File: config.mk
export PLATFORM = sky130hd
export DESIGN_NAME = wb_port_arbiter
export DESIGN_NICKNAME = d
export VERILOG_FILES = /design/src/rtl/wb_port_arbiter.sv
export SDC_FILE = /design/constraint.sdc
export NUM_CORES = 1
export LEC_CHECK = 0
export CAP_MARGIN = 30
export CORE_MARGIN = 2
export CORE_UTILIZATION = 50
export CTS_CLUSTER_SIZE = 12
export DETAILED_ROUTE_END_ITERATION = 8
export MAX_ROUTING_LAYER = met4
export PLACE_DENSITY = 0.86
export SLEW_MARGIN = 10
export SYNTH_ARGS = -nofsm -noshare
export SYNTH_HDL_FRONTEND = slang
export SYNTH_SLANG_ARGS = --single-unit
File: constraint.sdc
create_clock -name clk -period 6.1 [get_ports clk]
set_input_delay 0.915 -clock clk [delete_from_list [all_inputs] [get_ports clk]]
set_output_delay 0.915 -clock clk [all_outputs]
set_load 0.05 [all_outputs]
File: src/rtl/wb_port_arbiter.sv
// Register-file write-port arbiter: the pipeline writeback has priority, and coprocessor
// results are queued and drained into idle writeback cycles, with WAW kill and starvation stall.
module wb_port_arbiter #(
    parameter int DEPTH        = 2,
    parameter int STARVE_LIMIT = 4
) (
    input  logic        clk,
    input  logic        rst,
    input  logic        RegWriteW,
    input  logic [3:0]  WA3W,
    input  logic [31:0] ResultW,
    input  logic        cp_valid,
    input  logic [3:0]  cp_wa,
    input  logic [31:0] cp_data,
    output logic        cp_ready,
    output logic        rf_we,
    output logic [3:0]  rf_wa,
    output logic [31:0] rf_wd,
    output logic [15:0] pend_mask,
    output logic        stall_req
);
    localparam int PTR_W = $clog2(DEPTH);
    localparam int CNT_W = $clog2(DEPTH + 1);
    localparam int STV_W = $clog2(STARVE_LIMIT + 1);

    typedef enum logic {ST_NORMAL, ST_STARVED} state_t;

    logic [PTR_W-1:0] rd_ptr_q, rd_ptr_d;
    logic [PTR_W-1:0] wr_ptr_q, wr_ptr_d;
    logic [CNT_W-1:0] count_q, count_d;
    logic [DEPTH-1:0] valid_q, valid_d;
    logic [DEPTH-1:0] kill_q, kill_d;
    logic [3:0]       wa_q   [DEPTH];
    logic [31:0]      data_q [DEPTH];

    state_t           state_q;
    logic [STV_W-1:0] starve_q;
    logic             stall_req_q;

    logic head_valid, head_kill, head_live, issue, pop, push;

    always_comb begin
        cp_ready   = (count_q != CNT_W'(DEPTH));
        head_valid = valid_q[rd_ptr_q];
        head_kill  = head_valid & kill_q[rd_ptr_q];
        head_live  = head_valid & ~kill_q[rd_ptr_q];
        issue      = head_live & ~RegWriteW;
        pop        = issue | head_kill;
        push       = cp_valid & cp_ready;
    end

    // Kills apply only to entries already queued; the slot being pushed starts live.
    always_comb begin
        valid_d  = valid_q;
        kill_d   = kill_q;
        rd_ptr_d = rd_ptr_q;
        wr_ptr_d = wr_ptr_q;
        count_d  = count_q;
        for (int i = 0; i < DEPTH; i++) begin
            if (RegWriteW && valid_q[i] && (wa_q[i] == WA3W)) begin
                kill_d[i] = 1'b1;
            end
        end
        if (pop) begin
            valid_d[rd_ptr_q] = 1'b0;
            kill_d[rd_ptr_q]  = 1'b0;
            rd_ptr_d          = rd_ptr_q + PTR_W'(1);
        end
        if (push) begin
            valid_d[wr_ptr_q] = 1'b1;
            kill_d[wr_ptr_q]  = 1'b0;
            wr_ptr_d          = wr_ptr_q + PTR_W'(1);
        end
        case ({push, pop})
            2'b10:   count_d = count_q + CNT_W'(1);
            2'b01:   count_d = count_q - CNT_W'(1);
            default: count_d = count_q;
        endcase
    end

    always_ff @(posedge clk or posedge rst) begin
        if (rst) begin
            rd_ptr_q <= '0;
            wr_ptr_q <= '0;
            count_q  <= '0;
            valid_q  <= '0;
            kill_q   <= '0;
        end else begin
            rd_ptr_q <= rd_ptr_d;
            wr_ptr_q <= wr_ptr_d;
            count_q  <= count_d;
            valid_q  <= valid_d;
            kill_q   <= kill_d;
        end
    end

    // Payload storage carries no reset; validity is tracked by valid_q alone.
    always_ff @(posedge clk) begin
        if (push) begin
            wa_q[wr_ptr_q]   <= cp_wa;
            data_q[wr_ptr_q] <= cp_data;
        end
    end

    always_ff @(posedge clk or posedge rst) begin
        if (rst) begin
            state_q     <= ST_NORMAL;
            starve_q    <= '0;
            stall_req_q <= 1'b0;
        end else begin
            case (state_q)
                ST_NORMAL: begin
                    if (!head_valid || issue) begin
                        starve_q <= '0;
                    end else if (head_live && RegWriteW) begin
                        if (starve_q == STV_W'(STARVE_LIMIT - 1)) begin
                            state_q     <= ST_STARVED;
                            stall_req_q <= 1'b1;
                            starve_q    <= '0;
                        end else begin
                            starve_q <= starve_q + STV_W'(1);
                        end
                    end
                end
                ST_STARVED: begin
                    if (issue || head_kill) begin
                        state_q     <= ST_NORMAL;
                        stall_req_q <= 1'b0;
                        starve_q    <= '0;
                    end
                end
                default: begin
                    state_q     <= ST_NORMAL;
                    stall_req_q <= 1'b0;
                    starve_q    <= '0;
                end
            endcase
        end
    end

    always_comb begin
        rf_we = 1'b0;
        rf_wa = 4'd0;
        rf_wd = 32'd0;
        if (RegWriteW) begin
            rf_we = 1'b1;
            rf_wa = WA3W;
            rf_wd = ResultW;
        end else if (head_live) begin
            rf_we = 1'b1;
            rf_wa = wa_q[rd_ptr_q];
            rf_wd = data_q[rd_ptr_q];
        end
    end

    always_comb begin
        pend_mask = '0;
        for (int i = 0; i < DEPTH; i++) begin
            if (valid_q[i] && !kill_q[i]) begin
                pend_mask[wa_q[i]] = 1'b1;
            end
        end
    end

    assign stall_req = stall_req_q;

endmodule

# Yosys cells after proc, flatten, opt, wreduce, memory -nomap -nowiden
# Memory sizes are Yosys's and may differ from the RTL's.
# Index checks and enable logic that the tools add are counted.
# classes
add_sub_neg,5
n_lt_le_gt_ge,8
eq_ne,11
n_mux,44
bitwise,15
n_reduce_logical,19
# ops
cell,n
two-way mux 32 bit,2
two-way mux 16 bit,2
two-way mux 1 bit,22
bitwise OR 16 bit,1
two-way mux 3 bit,4
logical AND 1 bit,11
"< comparator 4 x 5 -> 1 bit, second input constant",2
demux 1 bit (select 4 bit),2
equality test 4 bit,2
">= comparator 4 x 1 -> 1 bit, second input constant",2
two-way mux 2 bit,4
two-way mux 4 bit,2
"!= test 2 bit, second input constant",4
bitwise AND 2 bit,3
one-hot mux 3 bit (2 select lines),1
bitwise AND 1 bit,4
"< comparator 1 x 2 -> 1 bit, second input constant",2
inverter 2 bit,2
one-hot mux 1 bit (2 select lines),2
one-hot mux 2 bit (2 select lines),1
AND reduction 4 bit,1
"adder 3 x 1 -> 3 bit, second input constant",1
"equality test 3 x 2 -> 1 bit, second input constant",1
logical NOT 1 bit,3
15 further kinds,21
# word_totals
ff_bits,13
ramBits,72
in_bits,76
output_inout_bits,55
elab_cells,112
mem_count,2
# memory_table
memory,depth,word_bits,read_ports,rd_clocked_by_memory_dff,wr,line,rtl
data_q,2,32,1,0,1,34,logic [31:0] data_q [DEPTH];
wa_q,2,4,3,0,1,33,logic [3:0] wa_q [DEPTH];

# Depth between registers and ports, before layout
# depth
ltp_word,9
mapped_depth,8
ltp_nobuf,7

# Worst setup path after synthesis
# Ideal clock, no wire load.
# synth_timing
path_kind,input-to-output
from,in RegWriteW
to,out rf_wd[27]
arrival_ps,2495
required_ps,5185
slack_ps,2690
stages,3
path_buffers,2
path_cell_list,buf_2 -> clkbuf_1 -> o31ai_1
# synth_via
elab_chain_len,1
# synth_lines
element,line,rtl
"start, declared",9,"input logic RegWriteW,"
two-way mux 32 bit,145,if (RegWriteW) begin
"end, declared",18,"output logic [31:0] rf_wd,"
# Every way passes these cells.

# Worst setup path in the final report
# layout_timing
from,reg rd_ptr_q
to,out rf_wd[19]
# layout_via
elab_chain_len,6
word_cells_on_any_way,9
cone_classes,mux: 6; bitwise: 2; memory: 1
# layout_lines
element,line,rtl
"start, declared",28,"logic [PTR_W-1:0] rd_ptr_q, rd_ptr_d;"
"start signal, assigned",89,rd_ptr_q <= rd_ptr_d;
two-way mux 1 bit (not written as such) (2 in series),46,head_live = head_valid & ~kill_q[rd_ptr_q];
inverter 1 bit,46,
bitwise AND 1 bit,46,
two-way mux 32 bit *,149,end else if (head_live) begin
two-way mux 32 bit *,145,
# Every way passes the cells marked *; elsewhere a longest branch is shown, timed or not. The select of a mux whose other input is x is not followed.

==> run_results.csv <==
group,metric,value,unit
outcome,run_status,"completed",
sta,report.final.setup_viol,0,
grt,grt_max_degree,83,
sta,timing.final.max_slew_violations,0,
sta,fin_tns_setup,0,ns
placed_design,dp_cells,529,
yosys,synth_top_area_share,53.65,%
die,floorplan.initialDensity,51.88,%
die,die_height,93.78,microns
layout,num-nets-final,516,
sta,rsz_0062_raised_after_global_routing,"false",
flow_run,cap_violations,0,
clocking,ctsHtreeMaxLevel,3,
hold_path,worstHoldPathType,"flop to flop",
sta,min_period_over_period,66.84,%
drt,drcViolationCount,0,
yosys,synth.cell_area,0.004030,sq mm
yosys,asr_flop_ratio_synth,15.29,%
die,io-pin-count,131,
power_and_ir_drop,cellLeakagePower,2.120,nW
yosys,synth.avg_cell_area,12.88,sq um
grt,grt_usage,21.13,%
layout,layout-drive-gt1-share,7.014,%
worst_setup_path,start_kind,"flop",
worst_setup_path,cp_data_required_time,5.18,ns
worst_setup_path,critical_path_class,"flop to output port",
sta,report.final.hold_viol_count,0,
worst_setup_path,critPathArrivalTime,3.16,ns
clocking,cts-root-buf,"sky130_fd_sc_hd__clkbuf_8",
drt,detail_route.iter0.violations,187,
clocking,clock_tree_from_tritoncts,"yes",
placed_design,gpl.final_weighted_congestion,0.8574,
die,core_region_area,0.007767,sq mm
layout,antennaDiodeCount,0,
clocking,postCtsSetupRepairBufs,0,
placed_design,dpl_worst_slack,2.343,ns
grt,globalRouteOverflowTotal,0,
power_and_ir_drop,vdd_drop_max,253.1,uV
layout,filler_cell_count,542,
clocking,cts_sinks,85,
yosys,synth-seq-cells,85,
clocking,numCtsBuffers,9,
worst_setup_path,critical_path_peak_fanout,43,
drt,totalWireLength,8.918,mm
sta,post-route-worst-setup-slack,2.023,ns
yosys,synth_top_cells_by_count,"sky130_fd_sc_hd__edfxtp_1, sky130_fd_sc_hd__nand2_1, sky130_fd_sc_hd__mux2i_1",
die,fp.dieArea,0.008795,sq mm
layout,finalCoreUtilization,72.42,%
die,die-width,93.78,microns
sta,timing.clock.skew,0.008187,ns
clocking,cts_clock_pin_slew_for_the_worst_setup_and_hold_paths,0.09,ns
yosys,synth.yosys.seq_area_share,61.72,%
drt,routed_wire_length_per_instance,16.39,microns
power_and_ir_drop,powerDensity,441.3,mW/mm^2
yosys,most_used_standard_cell_by_instance_count_after_synthesis,"sky130_fd_sc_hd__edfxtp_1",
yosys,synth_edf_count,72,
drt,via_per_inst,5.401,
layout,areaGrowthSynthToFinish,39.58,%
layout,layoutNonFillerInstCount,544,
clocking,clk-insertion-delay-late,0.34,ns
drt,routed-via-count,2938,
sta,max_freq,245.3,MHz
placed_design,port_buffers,130,
yosys,post-synth-top-area-cell,"sky130_fd_sc_hd__edfxtp_1",
placed_design,hpwlAfterDp,6.344,mm
placed_design,dpl-instance-area,0.005413,sq mm
drt,antenna_left,0,
yosys,synth_warnings,0,
die,row_count,32,
grt,first_pass_grt_wire_length,14.05,mm
grt,first_global_vias,2995,
sta,min_period,4.077,ns
layout,design_area_final,0.005625,sq mm
drt,drtPass1Iterations,4,
grt,grt_antenna_before_repair,0,
sta,slew_headroom,39.35,%
clocking,hold_buffers,0,
worst_setup_path,end_kind,"output port",
yosys,synth_area_leaders,"sky130_fd_sc_hd__edfxtp_1, sky130_fd_sc_hd__mux2i_1, sky130_fd_sc_hd__dfrtp_1",
yosys,netlist-cell-type-count,39,
yosys,syn_inst,313,
yosys,dominantRegCellSynth,"sky130_fd_sc_hd__edfxtp_1",
clocking,ctsResizeCount,0,
yosys,syn-num-nets,391,
clocking,clk_path_buf_depth,2,
sta,worst-slew-pin-transition,0.9098,ns
where the power goes:
part | total (mW) | internal [mW] | switching, mW
Sequential | 0.872 | 0.796 | 0.0755
Combinational | 1.19 | 0.428 | 0.762
Clock | 0.421 | 0.228 | 0.193
Total | 2.48 | 1.45 | 1.03
kinds of logic (layout without fill, tap and decap cells):
family / after synthesis / after routing / synth area share, %
buffers and inverters: 27 / 156 / 2.980
adder cells (fa/ha/maj): 2 / 2 / 0.6208
AND/OR/NAND/NOR: 77 / 77 / 8.662
AO/OA/AOI/OAI: 69 / 69 / 12.82
flip-flops: 85 / 85 / 61.72
XOR/XNOR: 12 / 12 / 2.608
multiplexers: 41 / 41 / 10.59
routing by layer:
| layer | global-route usage [%] | vias to the layer above | part of all wire, % |
|---|---|---|---|
| met5 | - | - | 0 |
| met4 | 5.556 | 0 | 0.98 |
| met3 | 5.618 | 7 | 5.9 |
| met2 | 35.00 | 106 | 50 |
| met1 | 25.96 | 1380 | 43 |
| li1 | - | 1445 | - |
path summary, 6_finish.rpt:
kind	from	to	slack, ns	cells past startpoint
min reg2reg	count_q[1]$_DFFE_PP0P_	count_q[1]$_DFFE_PP0P_	0.49	1
min in group asynchronous	rst	wr_ptr_q$_DFFE_PP0N_	0.90	2
min	count_q[1]$_DFFE_PP0P_	count_q[1]$_DFFE_PP0P_	0.49	1
max reg2reg	rd_ptr_q$_DFFE_PP0N_	count_q[1]$_DFFE_PP0P_	3.88	7
max	rd_ptr_q$_DFFE_PP0N_	rf_wd[19]	2.02	6
max in group asynchronous	rst	rd_ptr_q$_DFFE_PP0N_	4.83	2
metrics by stage:
step	total power [mW]	hold WS (ns)
floorplan	1.719	0.4427
global placement	2.036	0.4583
detailed placement	2.081	0.4770
CTS	2.501	0.4900
global route	2.604	0.5110
finish	2.483	0.4866
placed cells by master (no fill, tap or decap), types with 3 or more instances in the layout:
master and n:
sky130_fd_sc_hd__a21o_1 3, sky130_fd_sc_hd__buf_4 3, sky130_fd_sc_hd__clkbuf_8 9, sky130_fd_sc_hd__clkdlybuf4s50_1 129, sky130_fd_sc_hd__dfrtp_1 12, sky130_fd_sc_hd__edfxtp_1 72
sky130_fd_sc_hd__inv_1 6, sky130_fd_sc_hd__mux2i_1 39, sky130_fd_sc_hd__nand2_1 46, sky130_fd_sc_hd__nand2b_1 9, sky130_fd_sc_hd__nand3_1 4, sky130_fd_sc_hd__nor2_1 4
sky130_fd_sc_hd__nor3_1 4, sky130_fd_sc_hd__o22ai_1 12, sky130_fd_sc_hd__o31ai_1 36, sky130_fd_sc_hd__o32ai_1 4, sky130_fd_sc_hd__xnor2_1 5, sky130_fd_sc_hd__xor2_1 7
flip-flops by register name, indices dropped and copies added (netlist names):
name,count
stall_req,1
state_q,1
count_q,2
valid_q,2
rd_ptr_q,1
kill_q,2
wa_q,8
starve_q,3
data_q,64
wr_ptr_q,1
worst max-delay path, cell delays in order, from the launching register on:
cell	delay [ns]
sky130_fd_sc_hd__dfrtp_2	0.34
sky130_fd_sc_hd__buf_4	0.55
sky130_fd_sc_hd__inv_2	0.16
sky130_fd_sc_hd__mux2i_4	0.25
sky130_fd_sc_hd__buf_4	0.27
sky130_fd_sc_hd__o31ai_1	0.35
sky130_fd_sc_hd__clkdlybuf4s50_1	0.87
final cells by class:
class | instances | area, sq um | area share, %
sequential | 85 | 2489 | 44.24
multi-input combinational | 201 | 1431 | 25.44
timing repair buffer | 134 | 1339 | 23.80
tap | 102 | 127.6 | 2.269
clock buffer | 9 | 123.9 | 2.202
clock inverter | 6 | 88.84 | 1.579
inverter | 7 | 26.28 | 0.4671
No activity file was read; power rests on OpenSTA's default activity.
